$ cat config.mk
export PLATFORM = sky130hd
export DESIGN_NAME = player_input_conditioner
export DESIGN_NICKNAME = d
export VERILOG_FILES = /design/src/rtl/player_input_conditioner.sv
export SDC_FILE = /design/constraint.sdc
export NUM_CORES = 1
export LEC_CHECK = 0
export CORE_AREA = 2 2 48 50
export CTS_CLUSTER_SIZE = 10
export DETAILED_ROUTE_END_ITERATION = 16
export DIE_AREA = 0 0 50 52
export PLACE_DENSITY = 0.68
export SLEW_MARGIN = 15
export SYNTH_ARGS = -nofsm -noshare
export SYNTH_HDL_FRONTEND = slang
export SYNTH_SLANG_ARGS = --single-unit
$ cat constraint.sdc
create_clock -name clk -period 3.1 [get_ports clk]
set_input_delay 0.62 -clock clk [delete_from_list [all_inputs] [get_ports clk]]
set_output_delay 0.62 -clock clk [all_outputs]
set_load 0.005 [all_outputs]
$ cat src/rtl/player_input_conditioner.sv
// player_input_conditioner: turns raw left/right buttons into clean, mutually
// exclusive movement commands that are latched once per physics tick.
//
// Ports:
//   clk           in  system clock, rising-edge active
//   reset         in  synchronous active-low reset
//   left          in  raw left button (asynchronous, bouncy)
//   right         in  raw right button (asynchronous, bouncy)
//   physicsUpdate in  physics toggle; every level change is one tick
//   moveLeft      out left command for the current physics period
//   moveRight     out right command for the current physics period
//   tick          out one-cycle pulse on the cycle the commands were updated
module player_input_conditioner #(
    parameter int DEBOUNCE_CYCLES = 16
) (
    input  logic clk,
    input  logic reset,
    input  logic left,
    input  logic right,
    input  logic physicsUpdate,
    output logic moveLeft,
    output logic moveRight,
    output logic tick
);
    localparam int CW = $clog2(DEBOUNCE_CYCLES + 1);

    typedef enum logic [1:0] {IDLE, LEFT, RIGHT} state_t;

    // Channel index 0 is left, 1 is right.
    logic [1:0]    raw;
    logic [1:0]    s1_q, s2_q, stab_q, stab_d, prev_q, rise;
    logic [CW-1:0] cnt_q [2];
    logic [CW-1:0] cnt_d [2];
    state_t        state_q, state_d, pend_q, pend_d, cmd;
    logic          ph_prev_q, ph_tick, entered;

    assign raw  = {right, left};
    assign rise = stab_q & ~prev_q;

    // Stable level flips once the synchronised value has disagreed for
    // DEBOUNCE_CYCLES consecutive cycles; any agreement restarts the count.
    always_comb begin
        for (int i = 0; i < 2; i++) begin
            stab_d[i] = stab_q[i];
            cnt_d[i]  = '0;
            if (s2_q[i] != stab_q[i]) begin
                if (cnt_q[i] == CW'(DEBOUNCE_CYCLES - 1))
                    stab_d[i] = ~stab_q[i];
                else
                    cnt_d[i] = cnt_q[i] + CW'(1);
            end
        end
    end

    // Last-pressed wins; a simultaneous press parks in IDLE until one button
    // is released, after which the remaining held button takes over.
    always_comb begin
        state_d = state_q;
        if (rise[0] && !rise[1])
            state_d = LEFT;
        else if (rise[1] && !rise[0])
            state_d = RIGHT;
        else if (rise[0] && rise[1])
            state_d = IDLE;
        else if (state_q == LEFT && !stab_q[0])
            state_d = stab_q[1] ? RIGHT : IDLE;
        else if (state_q == RIGHT && !stab_q[1])
            state_d = stab_q[0] ? LEFT : IDLE;
        else if (state_q == IDLE && (stab_q[0] ^ stab_q[1]))
            state_d = stab_q[0] ? LEFT : RIGHT;
    end

    assign ph_tick = physicsUpdate ^ ph_prev_q;
    assign entered = (state_d != IDLE) && (state_d != state_q);
    // Pending remembers a tap that came and went between ticks.
    assign cmd     = (state_q != IDLE) ? state_q : pend_q;
    assign pend_d  = entered ? state_d : (ph_tick ? IDLE : pend_q);

    always_ff @(posedge clk) begin
        if (!reset) begin
            s1_q      <= '0;
            s2_q      <= '0;
            stab_q    <= '0;
            prev_q    <= '0;
            cnt_q[0]  <= '0;
            cnt_q[1]  <= '0;
            state_q   <= IDLE;
            pend_q    <= IDLE;
            ph_prev_q <= physicsUpdate;
            moveLeft  <= 1'b0;
            moveRight <= 1'b0;
            tick      <= 1'b0;
        end else begin
            s1_q      <= raw;
            s2_q      <= s1_q;
            stab_q    <= stab_d;
            prev_q    <= stab_q;
            cnt_q[0]  <= cnt_d[0];
            cnt_q[1]  <= cnt_d[1];
            state_q   <= state_d;
            pend_q    <= pend_d;
            ph_prev_q <= physicsUpdate;
            moveLeft  <= ph_tick ? (cmd == LEFT) : moveLeft;
            moveRight <= ph_tick ? (cmd == RIGHT) : moveRight;
            tick      <= ph_tick;
        end
    end
endmodule

==> impl_metrics.json <==
{
  "status": "finished, final reports clean",
  "path_max_fanout": 2,
  "grt_util_all_layers": 0.144,
  "ctsHoldBuffers": 0,
  "numCtsBuffers": 3,
  "r2r_end": "pend_q[1]",
  "final_cells": 139,
  "clock_path_buffers": 2,
  "rows": 17,
  "reg2reg_from": "state_q[0]",
  "die_w_um": 50,
  "r2r_cells": 4,
  "synth-seq-cells": 26,
  "skew_ns": 0.00671,
  "hold_path_class": "flip-flop to flip-flop",
  "total_power_mw": 0.526,
  "timing.slew.headroom": 0.695,
  "finalSetupViolations": 0,
  "drive_gt1_frac": 0.0631,
  "initial_core_util": 0.474,
  "routed_wl_mm": 1.55,
  "worst_ep_arrival_time_ns": 1.18,
  "ys_top_cells_by_area": "dfxtp_1 52%, xnor2_1 5.3%, ha_1 5.0%",
  "synthFlopType": "dfxtp_1",
  "fp.dieH_um": 52,
  "maxCapViolCount": 0,
  "hp-start": "s1_q[0]",
  "cts.repair.resized": 0,
  "die_area_sq_um": 2600,
  "routedWlPerCell_um": 11.2,
  "power.leakage_nw": 0.416,
  "htreeDepth": 1,
  "post_cts_buffers": 0,
  "hold_slack_ns": 0.447,
  "r2r_slack_ns": 1.46,
  "io_buffers": 7,
  "cts_tree": "built",
  "slowest_stage": "clkdlybuf4s50_1",
  "worst_pin_slew_ns": 0.455,
  "min_to": "s2_q[0]",
  "seq_area_frac_synth": 0.521,
  "peakVddDrop_mv": 0.287,
  "hold_depth": 1,
  "pin_count": 8,
  "syn_nets": 111,
  "syn_inst": 102,
  "cts_root_buffer": "clkbuf_4",
  "finalCritPeriodShare": 0.581,
  "drt_iter0_drc": 13,
  "setup-tns-final_ns": 0,
  "fmax_mhz": 555,
  "hold_violations": 0,
  "yosys_warnings": 0,
  "vias_per_cell": 4.88,
  "rsz0062_at_grt": "false",
  "core_area_sq_um": 2110,
  "path_clk_slew_ns": 0.13,
  "slew_viol_final": 0,
  "clock_latency_ns": 0.32,
  "grt_pass1_vias": 662,
  "cts_sinks": 26,
  "layout_commonest_cell": "dfxtp_1",
  "cpLargestDelayFamily": "buffers and inverters",
  "area_growth_pct": 13.2,
  "firstDrtPassIters": 6,
  "end_kind": "output port",
  "synth_top_cell_area_share": 0.521,
  "cellPowerDensity_nw_per_um2": 465,
  "synthArstFlopShare": 0,
  "grt_max_degree": 15,
  "drcViolationCount": 0,
  "startpoint_type": "flip-flop",
  "fin_crit_ns": 1.80,
  "diodes": 0,
  "critical_path.max_stage_delay_ns": 0.51,
  "vias": 679,
  "synth-edff-count": 0,
  "utilization": 0.537,
  "yosys.area.top_type": "dfxtp_1",
  "antenna_found_initial": 0,
  "most-common-layout-cells": "26 x dfxtp_1, 13 x nor2_1, 8 x inv_1",
  "path_class": "flip-flop to output port",
  "grt-ovfl-total": 0,
  "grt_pass1_wl_mm": 2.70,
  "final_nets": 121,
  "crit_chain": "clkdlybuf4s50_1",
  "required_ns": 2.48,
  "critPathBufInv": 1,
  "synth.avg_cell_area_sq_um": 9.79,
  "netlist_area_sq_um": 998,
  "ant_nets": 0,
  "place.gp.congestion": 0.758,
  "synth_cell_type_count": 26,
  "dpl.cell_count": 135
}
state kept, by name, indices dropped and copies added, names as in the netlist, 2 cells and up:
name     flops
cnt_q       10
pend_q       2
prev_q       2
s1_q         2
s2_q         2
stab_q       2
state_q      2
how the worst max path moves through the flow:
stage / endpoint / depth (start not counted) / startpoint / slack, ns
2_1_floorplan: pend_q[0] / 5 / stab_q[1] / 1.61
3_3_place_gp: cnt_q[0][8] / 4 / reset / 1.04
3_5_place_dp: cnt_q[0][2] / 4 / reset / 1.03
4_1_cts: moveRight / 1 / moveRight / 1.28
5_1_grt: moveLeft / 1 / moveLeft / 1.24
6_report: moveLeft / 1 / moveLeft / 1.30
power by group:
part	switching (mW)	internal (mW)	leakage, nW
clock network	0.0948	0.0718	0.0210
registers	0.00200	0.339	0.211
logic	0.00831	0.00981	0.184
total	0.105	0.421	0.416
cell families (layout without fill, tap and decap cells):
group	count (synthesis)	in the layout	share of synthesized area
muxes	4	4	0.0426
buffers and inverters	11	20	0.0438
adders and majority gates	4	4	0.0501
AOI/OAI and AO/OA	14	14	0.0865
and+or+nand+nor	35	35	0.185
DFF	26	26	0.521
xor gates and xnor gates	8	8	0.0702
area by class of cell:
type                       instances  area [sq um]
clock buffer                       4          36.3
fill                             190           976
inverter                           9          33.8
multi-input combinational         65           434
sequential                        26           520
tap                               28          35.0
timing repair buffer               7          70.1
routing by layer:
metal	vias up	wire, um	track usage
met3	5	45	0.0259
met4	0	47	0.125
li1	354	-	-
met2	14	696	0.239
met5	-	0	0
met1	306	761	0.159
stage by stage:
step                setup slack, ns  instance area, sq um
finish                         1.30                  1130
detailed placement             1.03                  1090
floorplan                      1.61                   998
global placement               1.04                  1090
global route                   1.24                  1130
CTS                            1.28                  1130
cells in the mapped netlist (all sizes together), types with 3 or more instances:
| master | number |
|---|---|
| dfxtp | 26 |
| xnor2 | 6 |
| a21oi | 7 |
| and2 | 6 |
| a211oi | 3 |
| ha | 4 |
| and3 | 4 |
| inv | 9 |
| nand2 | 3 |
| nor2 | 13 |
| o21ai | 3 |
| or3 | 4 |
No activity file was read; power rests on OpenSTA's default activity.
